`config.mk`:
```
export PLATFORM = sky130hd
export DESIGN_NAME = text_line_ctrl
export DESIGN_NICKNAME = d
export VERILOG_FILES = /design/src/rtl/text_pkg.sv /design/src/rtl/cursor_blink.sv /design/src/rtl/text_line_ctrl.sv
export SDC_FILE = /design/constraint.sdc
export NUM_CORES = 1
export LEC_CHECK = 0
export CORE_MARGIN = 10
export CORE_UTILIZATION = 30
export DETAILED_ROUTE_END_ITERATION = 16
export REMOVE_ABC_BUFFERS = 1
export SYNTH_ARGS = -nofsm -noshare
export SYNTH_HDL_FRONTEND = slang
export SYNTH_SLANG_ARGS = --single-unit
```
`constraint.sdc`:
```
create_clock -name clk_i -period 9.15 [get_ports clk_i]
set_clock_uncertainty 0.05 [all_clocks]
set_input_delay 1.83 -clock clk_i [delete_from_list [all_inputs] [get_ports clk_i]]
set_output_delay 1.83 -clock clk_i [all_outputs]
set_load 0.01 [all_outputs]
```
`src/rtl/text_pkg.sv`:
```
// ----------------------------------------------------------------------------
// text_pkg
// Shared definitions for the text-line renderer:
//   GLYPH_W / GLYPH_H : glyph cell size in pixels (8 wide, 16 tall)
//   ascii_t           : 7-bit character code
//   ASCII_SPACE       : code loaded into every buffer cell on reset
//   blink_phase_t     : cursor blink phase (off = not inverted)
//   rom_addr()        : pattern ROM address for a glyph row, {code, row}
// ----------------------------------------------------------------------------
package text_pkg;

    localparam int GLYPH_W = 8;
    localparam int GLYPH_H = 16;

    typedef logic [6:0] ascii_t;

    localparam ascii_t ASCII_SPACE = 7'h20;

    typedef enum logic {
        PHASE_OFF = 1'b0,
        PHASE_ON  = 1'b1
    } blink_phase_t;

    // The pattern ROM stores 16 consecutive rows per glyph, so the code
    // selects the glyph block and the row selects the byte inside it.
    function automatic logic [10:0] rom_addr(ascii_t code, logic [3:0] row);
        return {code, row};
    endfunction

endpackage

```
`src/rtl/cursor_blink.sv`:
```
// ----------------------------------------------------------------------------
// cursor_blink
// Counts frame-start pulses and toggles the blink phase every BLINK_FRAMES
// pulses. While the cursor is disabled the counter and phase are held at 0,
// so enabling the cursor always restarts a full non-inverted half-period.
// Ports:
//   clk_i          pixel clock
//   rst_i          asynchronous active-high reset
//   enable_i       cursor enable; low holds counter and phase cleared
//   frame_start_i  one-cycle pulse at the start of each frame
//   blink_phase_o  1 while the cursor cell should be drawn inverted
// ----------------------------------------------------------------------------
module cursor_blink
    import text_pkg::*;
#(
    parameter int BLINK_FRAMES = 30
) (
    input  logic clk_i,
    input  logic rst_i,
    input  logic enable_i,
    input  logic frame_start_i,
    output logic blink_phase_o
);

    localparam int CNT_W = (BLINK_FRAMES > 1) ? $clog2(BLINK_FRAMES) : 1;
    localparam logic [CNT_W-1:0] LAST_FRAME = CNT_W'(BLINK_FRAMES - 1);

    logic [CNT_W-1:0] frame_cnt;
    blink_phase_t     phase;

    // Frame counter and phase toggle. The pulse that lands on the last
    // count of a half-period wraps the counter and flips the phase, so the
    // phase changes once every BLINK_FRAMES pulses.
    always_ff @(posedge clk_i or posedge rst_i) begin
        if (rst_i) begin
            frame_cnt <= '0;
            phase     <= PHASE_OFF;
        end else if (!enable_i) begin
            frame_cnt <= '0;
            phase     <= PHASE_OFF;
        end else if (frame_start_i) begin
            if (frame_cnt == LAST_FRAME) begin
                frame_cnt <= '0;
                phase     <= (phase == PHASE_ON) ? PHASE_OFF : PHASE_ON;
            end else begin
                frame_cnt <= frame_cnt + 1'b1;
            end
        end
    end

    assign blink_phase_o = (phase == PHASE_ON);

endmodule

```
`src/rtl/text_line_ctrl.sv`:
```
// ----------------------------------------------------------------------------
// text_line_ctrl
// Renders one line of NUM_CHARS ASCII characters into the VGA pixel stream.
// Stage 0 maps the pixel coordinate to a buffer cell, glyph row and glyph
// column and reads the character code; stage 1 drives the external async
// pattern ROM and picks the glyph bit. Output latency is a fixed 2 cycles.
// Ports:
//   clk_i, rst_i      pixel clock, asynchronous active-high reset
//   wr_en_i           character buffer write strobe
//   wr_idx_i          buffer cell to write
//   wr_char_i         ASCII code to write
//   cursor_en_i       cursor enable
//   cursor_idx_i      cursor cell
//   frame_start_i     one-cycle pulse at each frame start (blink timing)
//   video_on_i        active-video flag aligned with x_i / y_i
//   x_i, y_i          current pixel column / row
//   rom_addr_o        pattern ROM address {code, row}
//   rom_data_i        pattern ROM row data, same cycle as rom_addr_o
//   pix_o             text pixel, 1 = foreground
//   pix_valid_o       video_on_i delayed to line up with pix_o
// ----------------------------------------------------------------------------
module text_line_ctrl
    import text_pkg::*;
#(
    parameter int NUM_CHARS    = 16,
    parameter int X0           = 0,
    parameter int Y0           = 0,
    parameter int ROM_AW       = 11,
    parameter int BLINK_FRAMES = 30
) (
    input  logic                         clk_i,
    input  logic                         rst_i,
    input  logic                         wr_en_i,
    input  logic [$clog2(NUM_CHARS)-1:0] wr_idx_i,
    input  logic [6:0]                   wr_char_i,
    input  logic                         cursor_en_i,
    input  logic [$clog2(NUM_CHARS)-1:0] cursor_idx_i,
    input  logic                         frame_start_i,
    input  logic                         video_on_i,
    input  logic [9:0]                   x_i,
    input  logic [9:0]                   y_i,
    output logic [ROM_AW-1:0]            rom_addr_o,
    input  logic [7:0]                   rom_data_i,
    output logic                         pix_o,
    output logic                         pix_valid_o
);

    localparam int          CW    = $clog2(NUM_CHARS);
    localparam logic [10:0] WIN_W = 11'(NUM_CHARS * GLYPH_W);
    localparam logic [10:0] WIN_H = 11'(GLYPH_H);

    ascii_t          char_buf [NUM_CHARS];

    logic [10:0]     dx;
    logic [10:0]     dy;
    logic            in_win;
    logic [CW-1:0]   col;
    logic [2:0]      bit_sel;
    logic [3:0]      row;
    ascii_t          code_rd;
    logic            blink_phase;
    logic            cursor_hit;

    ascii_t          code_q;
    logic [3:0]      row_q;
    logic [2:0]      bit_q;
    logic            in_win_q;
    logic            cursor_hit_q;
    logic            video_on_q;

    // Window offsets are taken at 11 bits so a coordinate left of X0 or above
    // Y0 borrows into bit 10; such a value is far above the window size and
    // is rejected by the unsigned compare, with the borrow bit also checked
    // explicitly.
    assign dx      = {1'b0, x_i} - 11'(X0);
    assign dy      = {1'b0, y_i} - 11'(Y0);
    assign in_win  = video_on_i & ~dx[10] & ~dy[10] & (dx < WIN_W) & (dy < WIN_H);
    assign col     = dx[3 +: CW];
    assign bit_sel = dx[2:0];
    assign row     = dy[3:0];
    assign code_rd = char_buf[col];

    cursor_blink #(
        .BLINK_FRAMES (BLINK_FRAMES)
    ) u_cursor_blink (
        .clk_i         (clk_i),
        .rst_i         (rst_i),
        .enable_i      (cursor_en_i),
        .frame_start_i (frame_start_i),
        .blink_phase_o (blink_phase)
    );

    assign cursor_hit = cursor_en_i & (col == cursor_idx_i) & blink_phase;

    // Character buffer. Reads are combinational, so a stage-0 read of the
    // cell being written in the same cycle still sees the old code.
    always_ff @(posedge clk_i or posedge rst_i) begin
        if (rst_i) begin
            for (int i = 0; i < NUM_CHARS; i++) begin
                char_buf[i] <= ASCII_SPACE;
            end
        end else if (wr_en_i) begin
            char_buf[wr_idx_i] <= wr_char_i;
        end
    end

    // Stage 0 registers: everything stage 1 needs to address the ROM and
    // choose the glyph bit. The code register resets to a space so the ROM
    // address sits on the blank glyph while held in reset.
    always_ff @(posedge clk_i or posedge rst_i) begin
        if (rst_i) begin
            code_q       <= ASCII_SPACE;
            row_q        <= '0;
            bit_q        <= '0;
            in_win_q     <= 1'b0;
            cursor_hit_q <= 1'b0;
            video_on_q   <= 1'b0;
        end else begin
            code_q       <= code_rd;
            row_q        <= row;
            bit_q        <= bit_sel;
            in_win_q     <= in_win;
            cursor_hit_q <= cursor_hit;
            video_on_q   <= video_on_i;
        end
    end

    assign rom_addr_o = ROM_AW'(rom_addr(code_q, row_q));

    // Stage 1 registers: bit 7 of a ROM row is the leftmost pixel of the
    // glyph. The cursor inverts the cell, and nothing outside the window is
    // ever drawn, not even an inverted cursor.
    always_ff @(posedge clk_i or posedge rst_i) begin
        if (rst_i) begin
            pix_o       <= 1'b0;
            pix_valid_o <= 1'b0;
        end else begin
            pix_o       <= in_win_q & (rom_data_i[3'd7 - bit_q] ^ cursor_hit_q);
            pix_valid_o <= video_on_q;
        end
    end

endmodule
```
# Word-level counts from Yosys, hierarchy flattened
# Cells that the tools add are included.
[word_totals]
reg_bits = 137
out_inout_bits = 13
elab_cells = 63
in_bits = 49
[op_classes]
bitwise_logic = 8
n_addsub = 2
order_cmp = 6
n_mux = 15
reduce_logical = 2
n_eq_ne = 4
[op_table]
columns = ["cell", "count"]
rows = [
  ["$bwmux 112", 1],
  ["$bmux 7 s4", 1],
  ["$demux 7 s4", 1],
  ["$mux 7", 3],
  ["$mux 5", 3],
  ["$ge 5x5->1 const B", 2],
  ["$lt 10x5->1 const B", 1],
  ["$lt 10x8->1 const B", 1],
  ["$not 4->5", 2],
  ["$add 5x1->5 const B", 1],
  ["$and 1x1->1", 5],
  ["$eq 5x5->1 const B", 1],
  ["$lt 5x1->1 const B", 1],
  ["$mux 1", 5],
  ["$eq 4x4->1", 1],
  ["$lt 3x4->1 const B", 1],
  ["$ne 2x1->1 const B", 2],
  ["$bmux 1 s3", 1],
  ["$sub 3x3->3 const A", 1],
  ["$reduce_and 2->1", 1],
  ["$logic_and 1x1->1", 1],
  ["$xor 1x1->1", 1],
]

# Longest topological paths before layout
# Gate-level depths: netlist of the first run.
[depth]
ltp_word = 6
mapped_depth = 5
depth_no_buf = 5

# Cells and area by module
# Synthesis of the first run repeated with hierarchy kept, for this count alone.
[hier_totals]
hier_cells = 393
hier_area_um2 = 6113.4
[by_module_without_submodules]
columns = ["module", "area_per_inst_um2", "n_inst", "seq_area_each_um2", "cells_per_inst"]
rows = [
  ["text_line_ctrl", 5779.3, 1, 3299.4, 358],
  ["cursor_blink", 334.1, 1, 150.1, 35],
]

# Worst setup path after synthesis of the first run
# OpenSTA, ideal clock, no wires.
[synth_path]
path_kind = "input -> register"
start = "input port x_i[3]"
end = "register code_q[0]"
stages = 4
path_buffers = 1
required_time_ps = 8976
arrival_time_ps = 2840
setup_time_ps = 124
setup_slack_ps = 6136
path_cell_list = "buf_6 > mux4_4 > a22oi_1 > nand2_1"
[synth_via]
elab_chain_cells = 4
[synth_lines]
columns = ["element", "line_no", "text"]
rows = [
  ["start: declaration", "text_line_ctrl.sv:40", "input logic [9:0] x_i,"],
  ["$not 4->5 (implied by the code)", "text_line_ctrl.sv:81", "assign code_rd = char_buf[col];"],
  ["$bmux 7 s4", "text_line_ctrl.sv:81", ""],
  ["$mux 7 (implied by the code) (2 in series)", "text_line_ctrl.sv:81", ""],
  ["via code_rd[0]", "text_line_ctrl.sv:60", "ascii_t code_rd;"],
  ["end signal: assignment", "text_line_ctrl.sv:119", "code_q <= code_rd;"],
  ["end: declaration", "text_line_ctrl.sv:64", "ascii_t code_q;"],
]
# The timed path passes the listed nets, and every way through them passes these cells. The select of a mux whose other input is x is not followed.
# A chain may end at the register's enable or synchronous reset.

==> impl_metrics.xml, run 1 <==
<?xml version="1.0" encoding="UTF-8"?>
<metrics>
  <group name="timing">
    <metric name="post-route-worst-setup-slack" unit="ns">5.61</metric>
    <metric name="finalWorstPathRequiredPeriod" unit="ns">3.54</metric>
    <metric name="timing.setup.tns" unit="ns">0</metric>
    <metric name="relative_max_transition_margin" unit="">0.330</metric>
    <metric name="timing.final.crit_share" unit="">0.387</metric>
    <metric name="highest_clock_frequency_the_design_can_meet" unit="MHz">282</metric>
    <metric name="final_max_slew_viol_count" unit="">0</metric>
    <metric name="rsz_0062_raised_after_global_routing" unit="">no</metric>
    <metric name="hold_viol" unit="">0</metric>
    <metric name="finalSetupViolCount" unit="">0</metric>
    <metric name="worst_slew_pin_slew" unit="ns">1.00</metric>
  </group>
  <group name="critical_path">
    <metric name="r2r.worst_path.cells" unit="">5</metric>
    <metric name="path_class" unit="">in -&gt; reg</metric>
    <metric name="cp_max_fo" unit="">7</metric>
    <metric name="timing.critical_path.to_type" unit="">register</metric>
    <metric name="timing.rr.end" unit="">u_cursor_blink.blink_phase_o$_DFFE_PP0P_</metric>
    <metric name="worst_setup_path_start_kind" unit="">input port</metric>
    <metric name="worstReg2RegStart" unit="">u_cursor_blink.frame_cnt[1]$_DFFE_PP0P_</metric>
    <metric name="worstPathArrival" unit="ns">3.79</metric>
    <metric name="rrSetupSlack" unit="ns">7.60</metric>
    <metric name="timing.critical_path.required" unit="ns">9.40</metric>
    <metric name="timing.critical_path.from" unit="">wr_en_i</metric>
  </group>
  <group name="power">
    <metric name="max-vdd-ir-drop" unit="uV">127</metric>
    <metric name="leakage" unit="uW">0.00328</metric>
    <metric name="powerDensity" unit="mW/mm^2">241</metric>
    <metric name="finalPower" unit="uW">1860</metric>
  </group>
  <group name="logic_synthesis">
    <metric name="ys_dominant_reg_cell" unit="">sky130_fd_sc_hd__dfrtp_1</metric>
    <metric name="post_synth_inst_count" unit="">393</metric>
    <metric name="synth_area_per_cell" unit="sq um">16.0</metric>
    <metric name="fraction_of_registers_with_async_set_reset" unit="">1.00</metric>
    <metric name="portion_of_synthesized_cell_area_occupied_by_the_leading_cell_type" unit="">0.478</metric>
    <metric name="synth.ff_latch_count" unit="">137</metric>
    <metric name="yosys.area.top_type" unit="">sky130_fd_sc_hd__dfrtp_1</metric>
    <metric name="number_of_flops_mapped_to_enable_cells_by_yosys" unit="">0</metric>
    <metric name="post_synth_main_area_contributors" unit="">sky130_fd_sc_hd__dfrtp_1 (48%), sky130_fd_sc_hd__mux2_2 (18%), sky130_fd_sc_hd__dfstp_2 (7.1%)</metric>
    <metric name="yosysWarningCount" unit="">0</metric>
    <metric name="synth_sequential_area_ratio" unit="">0.549</metric>
    <metric name="yosysUniqueCellTypes" unit="">42</metric>
    <metric name="synth.cell_area" unit="sq mm">0.00629</metric>
  </group>
  <group name="drt">
    <metric name="drc_errors" unit="">0</metric>
    <metric name="wire_per_inst" unit="um">20.5</metric>
    <metric name="dr_iter_0_viols" unit="">216</metric>
    <metric name="num_vias" unit="">3654</metric>
    <metric name="detail_route_antenna_nets" unit="">0</metric>
    <metric name="firstDrtPassIters" unit="">4</metric>
    <metric name="vias_per_cell" unit="">4.97</metric>
    <metric name="finalWirelength" unit="mm">15.1</metric>
  </group>
  <group name="floorplan">
    <metric name="placeableCoreArea" unit="sq mm">0.0204</metric>
    <metric name="placementRows" unit="">52</metric>
    <metric name="dieArea" unit="sq mm">0.0271</metric>
    <metric name="initial_core_util" unit="">0.308</metric>
    <metric name="pin_count" unit="">62</metric>
    <metric name="floorplan.die.width" unit="um">165</metric>
    <metric name="floorplan.die.height" unit="um">165</metric>
  </group>
  <group name="placed_design">
    <metric name="dp_hpwl" unit="mm">10.0</metric>
    <metric name="placement.setup.worst_slack" unit="ns">5.13</metric>
    <metric name="place_area" unit="sq mm">0.00708</metric>
    <metric name="globalplace.congestion" unit="">0.795</metric>
    <metric name="io_buffers" unit="">61</metric>
  </group>
  <group name="clock_network">
    <metric name="clock_tree_from_tritoncts" unit="">yes</metric>
    <metric name="htree_num_levels" unit="">4</metric>
    <metric name="clk_pin_slew" unit="ns">0.06</metric>
    <metric name="ctsResizeCount" unit="">0</metric>
    <metric name="clock_sink_count" unit="">137</metric>
    <metric name="cts_root_buffer" unit="">sky130_fd_sc_hd__clkbuf_16</metric>
    <metric name="clock_path_buffers" unit="">2</metric>
    <metric name="clkLatencyLatePin" unit="ns">0.42</metric>
    <metric name="postCtsSetupBuffers" unit="">0</metric>
    <metric name="ctsHoldBuffers" unit="">0</metric>
    <metric name="cts_made_buffers" unit="">17</metric>
  </group>
  <group name="finish">
    <metric name="nets" unit="">503</metric>
    <metric name="flow.area_growth_from_synthesis" unit="%">23.0</metric>
    <metric name="antenna_cells_inserted" unit="">0</metric>
    <metric name="most_frequent_standard_cell_in_the_layout_excluding_fill_and_tap_cells" unit="">sky130_fd_sc_hd__dfrtp_1</metric>
    <metric name="final_core_utilization" unit="">0.379</metric>
    <metric name="mostFrequentLayoutCells" unit="">sky130_fd_sc_hd__dfrtp_1 (120), sky130_fd_sc_hd__mux2_2 (98), sky130_fd_sc_hd__clkdlybuf4s50_1 (60), sky130_fd_sc_hd__dfstp_2 (17), sky130_fd_sc_hd__clkbuf_16 (17)</metric>
    <metric name="stdcell_area" unit="sq mm">0.00773</metric>
    <metric name="drive_above_1_share" unit="">0.409</metric>
  </group>
  <group name="worst_hold_path">
    <metric name="worst_hold_startpoint" unit="">video_on_q$_DFF_PP0_</metric>
    <metric name="holdPathEnd" unit="">pix_valid_o$_DFF_PP0_</metric>
    <metric name="hp-class" unit="">reg -&gt; reg</metric>
    <metric name="hold-path-cell-count" unit="">0</metric>
  </group>
  <group name="status">
    <metric name="run_status" unit="">finished clean</metric>
  </group>
  <group name="grt">
    <metric name="grt_first_pass_wirelength" unit="mm">23.7</metric>
    <metric name="maximum_number_of_pins_on_one_net_before_global_route_repair" unit="">74</metric>
    <metric name="grt_pass1_vias" unit="">3944</metric>
    <metric name="antenna_found_initial" unit="">0</metric>
    <metric name="grt_overflow" unit="">0</metric>
    <metric name="grt_usage" unit="">0.115</metric>
  </group>
  <group name="job">
    <metric name="maxCapViolations" unit="">0</metric>
  </group>
</metrics>
[Yosys cell counts, drive strengths merged (3+ instances only)]
master	number
a21oi	4
a22oi	14
buf	9
clkbuf	14
dfrtp	120
dfstp	17
inv	4
mux2	112
mux2i	5
mux4	29
nand2	13
nand2b	7
nand3	3
nand3b	4
nor2	12
or3	3
xor2	3
[state kept, by name (all words and copies together), names as in the netlist]
signal / cells
pix_valid_o: 1
row_q: 4
code_q: 7
in_win_q: 1
char_buf: 112
u_cursor_blink.blink_phase_o: 1
video_on_q: 1
bit_q: 3
u_cursor_blink.frame_cnt: 5
pix_o: 1
cursor_hit_q: 1
[layout make-up]
class | count | area, sq um
Sequential cell | 137 | 3450
Multi-Input combinational cell | 229 | 2650
Clock inverter | 11 | 193
Tap cell | 270 | 338
Fill cell | 1907 | 12700
Clock buffer | 21 | 460
Timing Repair Buffer | 63 | 621
Inverter | 4 | 20.0
[routing by layer]
layer,track usage,share of wire,vias up
li1,-,-,1588
met1,0.156,0.46,1952
met2,0.169,0.45,100
met3,0.0398,0.077,14
met4,0.0386,0.017,0
met5,0,0,-
[critical path, stage by stage]
cell	delay, ns
sky130_fd_sc_hd__clkdlybuf4s50_1	0.61
sky130_fd_sc_hd__nor3b_2	0.31
sky130_fd_sc_hd__nor2b_1	0.63
sky130_fd_sc_hd__mux2_2	0.41
[cell families (layout without fill, tap and decap cells)]
kind of cell	Yosys count	in the layout	synth area share
mux	146	146	0.332
buf+inv	27	99	0.0293
xor+xnor	4	4	0.00557
flops	137	137	0.549
fa+ha+maj	2	2	0.00398
simple gates	53	53	0.0533
compound gates	24	24	0.0277
[per-stage QoR]
step / hold slack (ns) / cells
2_1_floorplan: 0.281 / 370
3_3_place_gp: 0.290 / 703
3_5_place_dp: 0.295 / 703
4_1_cts: 0.304 / 735
5_1_grt: 0.305 / 735
6_report: 0.299 / 735
[where the power goes]
part	internal, uW	switching (uW)
Sequential	745	67.5
Clock	498	260
Combinational	189	104
[how the worst max path moves through the flow]
stage	end	slack [ns]	depth (start not counted)
6_report	char_buf[90]$_DFFE_PP0P_	5.61	4
5_1_grt	char_buf[90]$_DFFE_PP0P_	5.45	4
4_1_cts	char_buf[84]$_DFFE_PP0P_	5.60	4
3_5_place_dp	char_buf[84]$_DFFE_PP0P_	5.13	4
3_3_place_gp	char_buf[86]$_DFFE_PP0P_	5.20	4
2_1_floorplan	bit_q[0]$_DFF_PP0_	3.63	1
Power figures use the tool's default switching activity.
==> run 2: changes to the inputs <==
- clock period: 9.15 -> 3.44 ns (I/O delays scaled with it)
==> run 2 against run 1 <==
Total power grew to 2.6 times the previous value. Core utilization barely moved. Critical path depth unchanged. First-iteration DRC count fell by 0.46%. Global-route usage is 0.30 points lower. Sequential share of layout area up 0.051 points. Hold slack better by 0.0036 ns. Largest cell class unchanged. Highest routed layer unchanged. Via count shrank 1.4%. Register-to-register slack worse by 5.8 ns.
==> impl_metrics.xml, run 2 (synthesis gave the netlist of run 1 again) <==
<?xml version="1.0" encoding="UTF-8"?>
<metrics>
  <group name="critical_path">
    <metric name="rrSetupSlack" unit="ns">1.85</metric>
    <metric name="cp_max_fo" unit="">7</metric>
    <metric name="r2r.worst_path.cells" unit="">3</metric>
    <metric name="path_class" unit="">in -&gt; reg</metric>
    <metric name="timing.critical_path.to_type" unit="">register</metric>
    <metric name="cpMaxStageDelayCell" unit="">sky130_fd_sc_hd__clkdlybuf4s50_1</metric>
    <metric name="worstPathArrival" unit="ns">2.58</metric>
    <metric name="timing.critical_path.required" unit="ns">3.70</metric>
    <metric name="cp_cell_sequence" unit="">clkdlybuf4s50_1, nor3b_2, nor2b_1, mux2_2</metric>
    <metric name="worst_setup_path_start_kind" unit="">input port</metric>
    <metric name="worstReg2RegStart" unit="">char_buf[97]$_DFFE_PP0P_</metric>
    <metric name="timing.rr.end" unit="">code_q[6]$_DFF_PP0_</metric>
    <metric name="worst-path-buf-inv" unit="">1</metric>
    <metric name="critical-path-max-stage-delay" unit="ns">0.61</metric>
    <metric name="crit_family" unit="">simple AND/OR/NAND/NOR gates</metric>
  </group>
  <group name="timing">
    <metric name="finalSetupViolCount" unit="">0</metric>
    <metric name="rsz_0062_raised_after_global_routing" unit="">no</metric>
    <metric name="relative_max_transition_margin" unit="">0.545</metric>
    <metric name="final_max_slew_viol_count" unit="">0</metric>
    <metric name="worst_slew_pin_slew" unit="ns">0.681</metric>
    <metric name="hold_ws" unit="ns">0.303</metric>
    <metric name="timing.final.crit_share" unit="">0.674</metric>
    <metric name="finalWorstPathRequiredPeriod" unit="ns">2.32</metric>
    <metric name="hold_viol" unit="">0</metric>
    <metric name="highest_clock_frequency_the_design_can_meet" unit="MHz">431</metric>
  </group>
  <group name="drt">
    <metric name="dr_iter_0_viols" unit="">215</metric>
    <metric name="vias_per_cell" unit="">4.88</metric>
    <metric name="num_vias" unit="">3603</metric>
    <metric name="firstDrtPassIters" unit="">4</metric>
    <metric name="detail_route_antenna_nets" unit="">0</metric>
    <metric name="drc_errors" unit="">0</metric>
    <metric name="finalWirelength" unit="mm">14.5</metric>
    <metric name="wire_per_inst" unit="um">19.6</metric>
  </group>
  <group name="floorplan">
    <metric name="floorplan.die.width" unit="um">165</metric>
    <metric name="pin_count" unit="">62</metric>
    <metric name="floorplan.die.height" unit="um">165</metric>
    <metric name="placementRows" unit="">52</metric>
    <metric name="placeableCoreArea" unit="sq mm">0.0204</metric>
    <metric name="initial_core_util" unit="">0.308</metric>
    <metric name="dieArea" unit="sq mm">0.0271</metric>
  </group>
  <group name="finish">
    <metric name="drive_above_1_share" unit="">0.418</metric>
    <metric name="biggestRegsByFlops" unit="">char_buf x112, code_q x7, u_cursor_blink.frame_cnt x5</metric>
    <metric name="nets" unit="">508</metric>
    <metric name="layoutNonFillerInstCount" unit="">739</metric>
    <metric name="final_core_utilization" unit="">0.378</metric>
    <metric name="largest_register_ff_count" unit="">112</metric>
    <metric name="flow.area_growth_from_synthesis" unit="%">22.9</metric>
    <metric name="most_frequent_standard_cell_in_the_layout_excluding_fill_and_tap_cells" unit="">sky130_fd_sc_hd__dfrtp_1</metric>
    <metric name="mostFrequentLayoutCells" unit="">sky130_fd_sc_hd__dfrtp_1 (120), sky130_fd_sc_hd__mux2_2 (98), sky130_fd_sc_hd__clkdlybuf4s50_1 (60), sky130_fd_sc_hd__dfstp_2 (17), sky130_fd_sc_hd__clkbuf_16 (17)</metric>
    <metric name="nFillCells" unit="">1946</metric>
    <metric name="stdcell_area" unit="sq mm">0.00773</metric>
    <metric name="antenna_cells_inserted" unit="">0</metric>
    <metric name="top_register" unit="">char_buf</metric>
  </group>
  <group name="grt">
    <metric name="maximum_number_of_pins_on_one_net_before_global_route_repair" unit="">57</metric>
    <metric name="grt_first_pass_wirelength" unit="mm">22.9</metric>
    <metric name="grt_overflow" unit="">0</metric>
    <metric name="gr-usage-met3" unit="">0.0403</metric>
    <metric name="grt_pass1_vias" unit="">3905</metric>
    <metric name="use_met1" unit="">0.154</metric>
    <metric name="grt_usage" unit="">0.112</metric>
    <metric name="gr-usage-met2" unit="">0.162</metric>
    <metric name="top_usage_layer" unit="">met2</metric>
    <metric name="antenna_found_initial" unit="">0</metric>
  </group>
  <group name="clock_network">
    <metric name="clk_pin_slew" unit="ns">0.06</metric>
    <metric name="ctsResizeCount" unit="">0</metric>
    <metric name="clock_path_buffers" unit="">2</metric>
    <metric name="cts_made_buffers" unit="">17</metric>
    <metric name="postCtsSetupBuffers" unit="">0</metric>
    <metric name="clock_tree_from_tritoncts" unit="">yes</metric>
    <metric name="cts_root_buffer" unit="">sky130_fd_sc_hd__clkbuf_16</metric>
    <metric name="clock_sink_count" unit="">137</metric>
    <metric name="ctsHoldBuffers" unit="">0</metric>
    <metric name="htree_num_levels" unit="">4</metric>
    <metric name="clkLatencyLatePin" unit="ns">0.42</metric>
  </group>
  <group name="placed_design">
    <metric name="place_inst" unit="">708</metric>
    <metric name="io_buffers" unit="">61</metric>
    <metric name="place_area" unit="sq mm">0.00713</metric>
    <metric name="globalplace.congestion" unit="">0.798</metric>
    <metric name="dp_hpwl" unit="mm">9.91</metric>
  </group>
  <group name="power">
    <metric name="max-vdd-ir-drop" unit="uV">318</metric>
    <metric name="leakage" unit="uW">0.00329</metric>
    <metric name="powerDensity" unit="mW/mm^2">616</metric>
    <metric name="finalPower" unit="uW">4760</metric>
  </group>
  <group name="job">
    <metric name="maxCapViolations" unit="">0</metric>
  </group>
  <group name="status">
    <metric name="run_status" unit="">finished clean</metric>
  </group>
  <group name="worst_hold_path">
    <metric name="hp-class" unit="">reg -&gt; reg</metric>
    <metric name="hold-path-cell-count" unit="">0</metric>
    <metric name="holdPathEnd" unit="">pix_valid_o$_DFF_PP0_</metric>
    <metric name="worst_hold_startpoint" unit="">video_on_q$_DFF_PP0_</metric>
  </group>
</metrics>
run 2: cell count changes in the layout (fill, tap and decap cells not counted):
cell | before | now
sky130_fd_sc_hd__buf_12 | 0 | 1
sky130_fd_sc_hd__buf_4 | 2 | 6
sky130_fd_sc_hd__bufinv_16 | 5 | 2
sky130_fd_sc_hd__clkbuf_1 | 2 | 0
sky130_fd_sc_hd__clkinv_2 | 2 | 1
sky130_fd_sc_hd__clkinv_4 | 1 | 4
sky130_fd_sc_hd__inv_6 | 2 | 4
run 2: layout make-up:
type	instances	area, sq um	share of cell area
Clock buffer	19	453	0.0586
Sequential cell	137	3450	0.446
Multi-Input combinational cell	229	2650	0.343
Clock inverter	12	141	0.0183
Inverter	4	20.0	0.00259
Tap cell	270	338	0.0437
Timing Repair Buffer	68	671	0.0868
run 2: per-layer routing:
layer  share of wire  vias to the layer above  wire [um]
met4           0.011                        0        159
met3           0.068                       12        988
met2            0.43                      107       6290
met5               0                        -          0
met1            0.49                     1883       7070
li1                -                     1601          -
run 2: how the worst max path moves through the flow:
stage                                          end  startpoint  cells after the start
after global placement         code_q[1]$_DFF_PP0_      x_i[3]                      5
after floorplan                 bit_q[0]$_DFF_PP0_       rst_i                      1
after detailed placement  char_buf[88]$_DFFE_PP0P_     wr_en_i                      4
after CTS                 char_buf[88]$_DFFE_PP0P_     wr_en_i                      4
final                     char_buf[88]$_DFFE_PP0P_     wr_en_i                      4
after global routing      char_buf[88]$_DFFE_PP0P_     wr_en_i                      4
run 2: stage by stage:
stage,setup TNS [ns],setup slack [ns]
after floorplan,-112.52,-0.938
after global placement,0,0.748
after detailed placement,0,0.682
after CTS,0,1.14
after global routing,0,1.01
final,0,1.12
run 2: power by group:
group,internal [uW],switching [uW]
Clock,1110,711
Sequential,1980,158
Combinational,510,292
Total,3600,1160
==> RTL edit 1 (settings of run 2) <==
Register the input `x_i` before use, with the module's reset. The logic sees it one clock later. The other inputs are not delayed to match.
--- a/src/rtl/text_line_ctrl.sv
+++ b/src/rtl/text_line_ctrl.sv
@@ -49,6 +49,16 @@
     localparam logic [10:0] WIN_W = 11'(NUM_CHARS * GLYPH_W);
     localparam logic [10:0] WIN_H = 11'(GLYPH_H);
 
+    logic [9:0] x_q;
+
+    always_ff @(posedge clk_i or posedge rst_i) begin
+        if (rst_i) begin
+            x_q <= '0;
+        end else begin
+            x_q <= x_i;
+        end
+    end
+
     ascii_t          char_buf [NUM_CHARS];
 
     logic [10:0]     dx;
@@ -72,7 +82,7 @@
     // Y0 borrows into bit 10; such a value is far above the window size and
     // is rejected by the unsigned compare, with the borrow bit also checked
     // explicitly.
-    assign dx      = {1'b0, x_i} - 11'(X0);
+    assign dx      = {1'b0, x_q} - 11'(X0);
     assign dy      = {1'b0, y_i} - 11'(Y0);
     assign in_win  = video_on_i & ~dx[10] & ~dy[10] & (dx < WIN_W) & (dy < WIN_H);
     assign col     = dx[3 +: CW];
Formal check against the unedited RTL: not equivalent (Yosys sat finds a counterexample within 4 cycles, from zero or initial values and one cycle with rst_i high).
==> RTL edit 1 against run 2 <==
Highest routed layer unchanged; synthesized area is 2.3% higher; die area is 2.0% higher; critical endpoint is now code_q[4]; sequential share of layout area is 2.0 points higher; count of clock-buffer cells in the layout is 2 lower; maximum frequency is 3.2% lower; non-clock buffer count is 2 higher; routed wire length is 2.4% higher; critical path type is now reg2reg; combinational power is 6.7% lower; cell area is 2.6% higher; sequential cell count is 10 higher; setup slack worse by 77 ps; power is 1.1% higher.
==> RTL edit 1: results (changes against run 2) <==
drtIter0Drc: 259  # was 215
ys_types: 41  # was 42
grt_pass1_vias: 4068  # was 3905
min_from: "x_q[0]"  # was video_on_q
grt_max_degree: 62  # was 57
cp.arrival_ps: 2640  # was 2580 ps
antenna_found_initial: 0  # unchanged
cts_resized: 0  # unchanged
combPwrFrac_pct: 15.6  # was 16.8%
met1_usage_pct: 14.50  # was 15.41%
dp.cells: 733  # was 708
drive_gt1_share_pct: 40.82  # was 41.79%
viasPerCell: 4.871  # was 4.876
globalRouteMet2Util_pct: 16.91  # was 16.16%
hold_slack_ps: 295.6  # was 302.8 ps
p_seq_mw: 2.26  # was 2.14 mW
setup_slack_ps: 1042  # was 1120 ps
io_buffers: 61  # unchanged
reg_top3: "char_buf (112), x_q (10), code_q (7)"  # was char_buf (112), code_q (7), u_cursor_blink.frame_cnt (5)
synthMuxAreaShare_pct: 30.39  # was 33.15%
p_leak_nw: 3.276  # was 3.286 nW
status: "completed"  # unchanged
grt.total_usage_pct: 11.04  # was 11.24%
powerDensity_mw_per_mm2: 607.1  # was 616.1 mW/mm^2
synth_area_leaders: "dfrtp_1 (51%), mux2_2 (20%), dfstp_2 (6.9%)"  # was dfrtp_1 (48%), mux2_2 (18%), dfstp_2 (7.1%)
synth-async-reset-ratio_pct: 100.0  # unchanged
cpLargestDelayFamily: "flip-flops"  # was simple AND/OR/NAND/NOR gates
path_clk_slew_ps: 70
hold_end: "bit_q[0]"  # was pix_valid_o
pre_cts_ws_ps: 652.6  # was 681.9 ps
place.detailed.hpwl_um: 10190  # was 9912 um
grtUsageMet3_pct: 3.577  # was 4.033%
placed_area_sq_mm: 0.007337  # was 0.007132 sq mm
cp_max_fo: 24  # was 7
reg2reg_from: "x_q[5]"  # was char_buf[97]
ir_worst_vdd_v: 0.0003178  # was 0.0003179 V
diodes: 0  # unchanged
tightest_slew_ps: 1187  # was 680.7 ps
slowest_stage: "dfrtp_1"  # was clkdlybuf4s50_1
final.fill_count: 1976  # was 1946
route.met3.wl_um: 813  # was 988 um
wl_met1_um: 6990  # was 7071 um
synthXorXnorAreaFrac_pct: 0.8171  # was 0.5572%
ys_seq_area_share_pct: 57.53  # was 54.87%
synth-compound-area-share_pct: 3.171  # was 2.766%
startpoint_type: "flop"  # was primary input
place.gp.congestion: 0.8607  # was 0.7975
final_net_count: 528  # was 508
p_sw_share_pct: 26.22  # was 24.38%
met2_length_um: 6882  # was 6287 um
synthAdderAreaFrac_pct: 0.3891  # was 0.3980%
grt_pass1_wl_um: 24120  # was 22880 um
highest_layer: "met4"  # unchanged
wl_per_cell_um: 19.43  # was 19.63 um
synthTopCellsByCount: "dfrtp_1 (130), mux2_2 (117), dfstp_2 (17)"  # was dfrtp_1 (120), mux2_2 (98), dfstp_2 (17)
cp_slowest_stage_delay_ps: 1130  # was 610 ps
syn_avg_cell_area_sq_um: 15.61  # was 16.00 sq um
crit_end: "code_q[4]"  # was char_buf[88]
drtPass1Iterations: 4  # unchanged
fin_cells: 765  # was 739
-- RTL edit 1: cell count changes after synthesis, moves of 6 or more --
cell	change
mux2_2	+19
nor3b_1	+7
buf_2	+6
a211oi_1	+7
dfrtp_1	+10
mux2_4	-14
nor2b_1	+9
mux4_1	-7
mux4_2	+6
nand2_1	-7
a22oi_1	-14
-- RTL edit 1: layout make-up --
cell class / instances / area, sq um / share of cell area, %
repair buffers: 70 / 690.7 / 8.713
flip-flops and latches: 147 / 3700 / 46.68
clock buffers: 17 / 425.4 / 5.367
inverters: 2 / 12.51 / 0.1579
well taps: 275 / 344.1 / 4.341
multi-input cells: 239 / 2590 / 32.68
clock inverters: 15 / 163.9 / 2.068
-- RTL edit 1: through the flow --
step	TNS, ps	util (%)
2_1_floorplan	-161290	-
3_3_place_gp	0	34.79
3_5_place_dp	0	34.79
4_1_cts	0	37.59
5_1_grt	0	37.59
6_report	0	37.59
==> RTL edit 2 (settings of run 2) <==
Made on the original files. `BLINK_FRAMES` is set to 30 in 2 places; all go to 60.
--- a/src/rtl/cursor_blink.sv
+++ b/src/rtl/cursor_blink.sv
@@ -13,7 +13,7 @@
 module cursor_blink
     import text_pkg::*;
 #(
-    parameter int BLINK_FRAMES = 30
+    parameter int BLINK_FRAMES = 60
 ) (
     input  logic clk_i,
     input  logic rst_i,
--- a/src/rtl/text_line_ctrl.sv
+++ b/src/rtl/text_line_ctrl.sv
@@ -26,7 +26,7 @@
     parameter int X0           = 0,
     parameter int Y0           = 0,
     parameter int ROM_AW       = 11,
-    parameter int BLINK_FRAMES = 30
+    parameter int BLINK_FRAMES = 60
 ) (
     input  logic                         clk_i,
     input  logic                         rst_i,
Behaviour: same outputs for any inputs over 4 cycles, from zero or initial values and one cycle with rst_i high; that may be too few to reach the edited logic, so the function may still have changed.
==> RTL edit 2 against run 2 <==
Synthesized area down 2.5%; setup slack better by 52 ps; cell area shrank 0.86%; combinational power decreased by 2.7%; power is 1.8% higher; routed wire length rose by 2.4%; maximum frequency is 2.3% higher; sequential cell count up 1.
==> RTL edit 2: results (changes against run 2) <==
status: "completed"  # unchanged
rr_worst_depth: 4  # was 3
placed_area_sq_mm: 0.007034  # was 0.007132 sq mm
routed_wl_um: 14850  # was 14510 um
synth-seq-cells: 138  # was 137
grt_pass1_wl_um: 23290  # was 22880 um
ys_types: 36  # was 42
synth-compound-area-share_pct: 2.408  # was 2.766%
final_net_count: 506  # was 508
final.fill_count: 1900  # was 1946
non_clock_inverter_count: 1  # was 4
coreArea_sq_mm: 0.02017  # was 0.02043 sq mm
ys_seq_area_share_pct: 56.66  # was 54.87%
n_all_buffers: 66  # was 68
clockNetworkAreaShare_pct: 8.167  # was 7.692%
fin_cells: 739  # unchanged
viasPerCell: 4.877  # was 4.876
nonClkBufAreaFrac_pct: 8.723  # was 8.680%
drtIter0Drc: 201  # was 215
grt_pass1_vias: 3951  # was 3905
reg_top3: "char_buf (112), code_q (7), u_cursor_blink.frame_cnt (6)"  # was char_buf (112), code_q (7), u_cursor_blink.frame_cnt (5)
crit_end: "rom_addr_o[9]"  # was char_buf[88]
r2r_end: "pix_o"  # was code_q[6]
synthAdderAreaFrac_pct: 0.2040  # was 0.3980%
dp.cells: 707  # was 708
cp_max_fo: 1  # was 7
drive_gt1_share_pct: 43.71  # was 41.79%
io_buffers: 61  # unchanged
cpLargestDelayFamily: "buffers and inverters"  # was simple AND/OR/NAND/NOR gates
synthXorXnorAreaFrac_pct: 1.143  # was 0.5572%
register_area_sq_mm: 0.003475  # was 0.003450 sq mm
drtPass1Iterations: 4  # unchanged
multi_input_area_sq_mm: 0.002545  # was 0.002654 sq mm
grt.total_usage_pct: 11.55  # was 11.24%
cp_slowest_stage_delay_ps: 590  # was 610 ps
place.detailed.hpwl_um: 10090  # was 9912 um
reg2reg_slack_ps: 1910  # was 1850 ps
ir_worst_vdd_v: 0.0003507  # was 0.0003179 V
relSlewSlack_pct: 54.43  # was 54.48%
n_clock_buffer: 18  # was 19
reg2reg_from: "bit_q[0]"  # was char_buf[97]
crit_start: "code_q[5]"  # was wr_en_i
max_freq_mhz: 441.0  # was 431.0 MHz
synthTopCellsByCount: "dfrtp_1 (121), mux2_2 (112), mux4_2 (25)"  # was dfrtp_1 (120), mux2_2 (98), dfstp_2 (17)
stdcell_area_sq_mm: 0.007660  # was 0.007726 sq mm
synthMuxAreaShare_pct: 32.28  # was 33.15%
p_leak_nw: 3.131  # was 3.286 nW
grt_max_degree: 62  # was 57
place.gp.congestion: 0.7830  # was 0.7975
pre_cts_ws_ps: 871.0  # was 681.9 ps
syn_avg_cell_area_sq_um: 15.68  # was 16.00 sq um
synth_area_leaders: "dfrtp_1 (49%), mux2_2 (21%), mux4_2 (9.2%)"  # was dfrtp_1 (48%), mux2_2 (18%), dfstp_2 (7.1%)
cts_buffer_depth: 2  # unchanged
multi_input_gates: 232  # was 229
-- RTL edit 2: changes by cell type after synthesis, sizes merged, moves of 2 or more --
cell,change
nor2,+2
xnor2,+3
nor2b,+2
inv,-3
and2,+2
a311oi,-2
clkbuf,-3
a21oi,-4
a21boi,+2
or3,-2
-- RTL edit 2: worst min path at each step --
stage | start | to | depth (start not counted)
6_report | video_on_q | pix_valid_o | 0
5_1_grt | video_on_q | pix_valid_o | 0
4_1_cts | video_on_q | pix_valid_o | 0
3_5_place_dp | video_on_q | pix_valid_o | 0
3_3_place_gp | video_on_q | pix_valid_o | 0
2_1_floorplan | video_on_q | pix_valid_o | 0
-- RTL edit 2: kinds of logic (layout without fill, tap and decap cells) --
family | after synthesis | in the layout
AND/OR/NAND/NOR | 58 | 58
AO/OA/AOI/OAI | 19 | 19
XOR/XNOR | 8 | 8
multiplexers | 146 | 146
buffers and inverters | 21 | 99
adder cells (fa/ha/maj) | 1 | 1
flip-flops | 138 | 138
-- RTL edit 2: routing by layer --
metal  track usage, %  vias to the layer above  share of wire (%)
met3            3.640                        7                5.8
met1            15.69                     1903                 47
met4            2.664                        0               0.77
met2            17.60                       98                 46
li1                 -                     1596                  -
met5                0                        -                  0
-- RTL edit 2: metrics by stage --
stage | hold WS (ps) | total power [mW]
after floorplan | 281.2 | 2.641
after global placement | 288.6 | 2.930
after detailed placement | 295.9 | 2.983
after CTS | 304.4 | 4.912
after global routing | 316.2 | 5.081
final | 301.6 | 4.847
-- RTL edit 2: power by group --
group	switching [mW]	internal [mW]	leakage (nW)	total [mW]
clock network	0.728	1.18	0.293	1.91
logic	0.294	0.486	1.16	0.780
registers	0.170	1.99	1.67	2.16
total	1.19	3.66	3.13	4.85
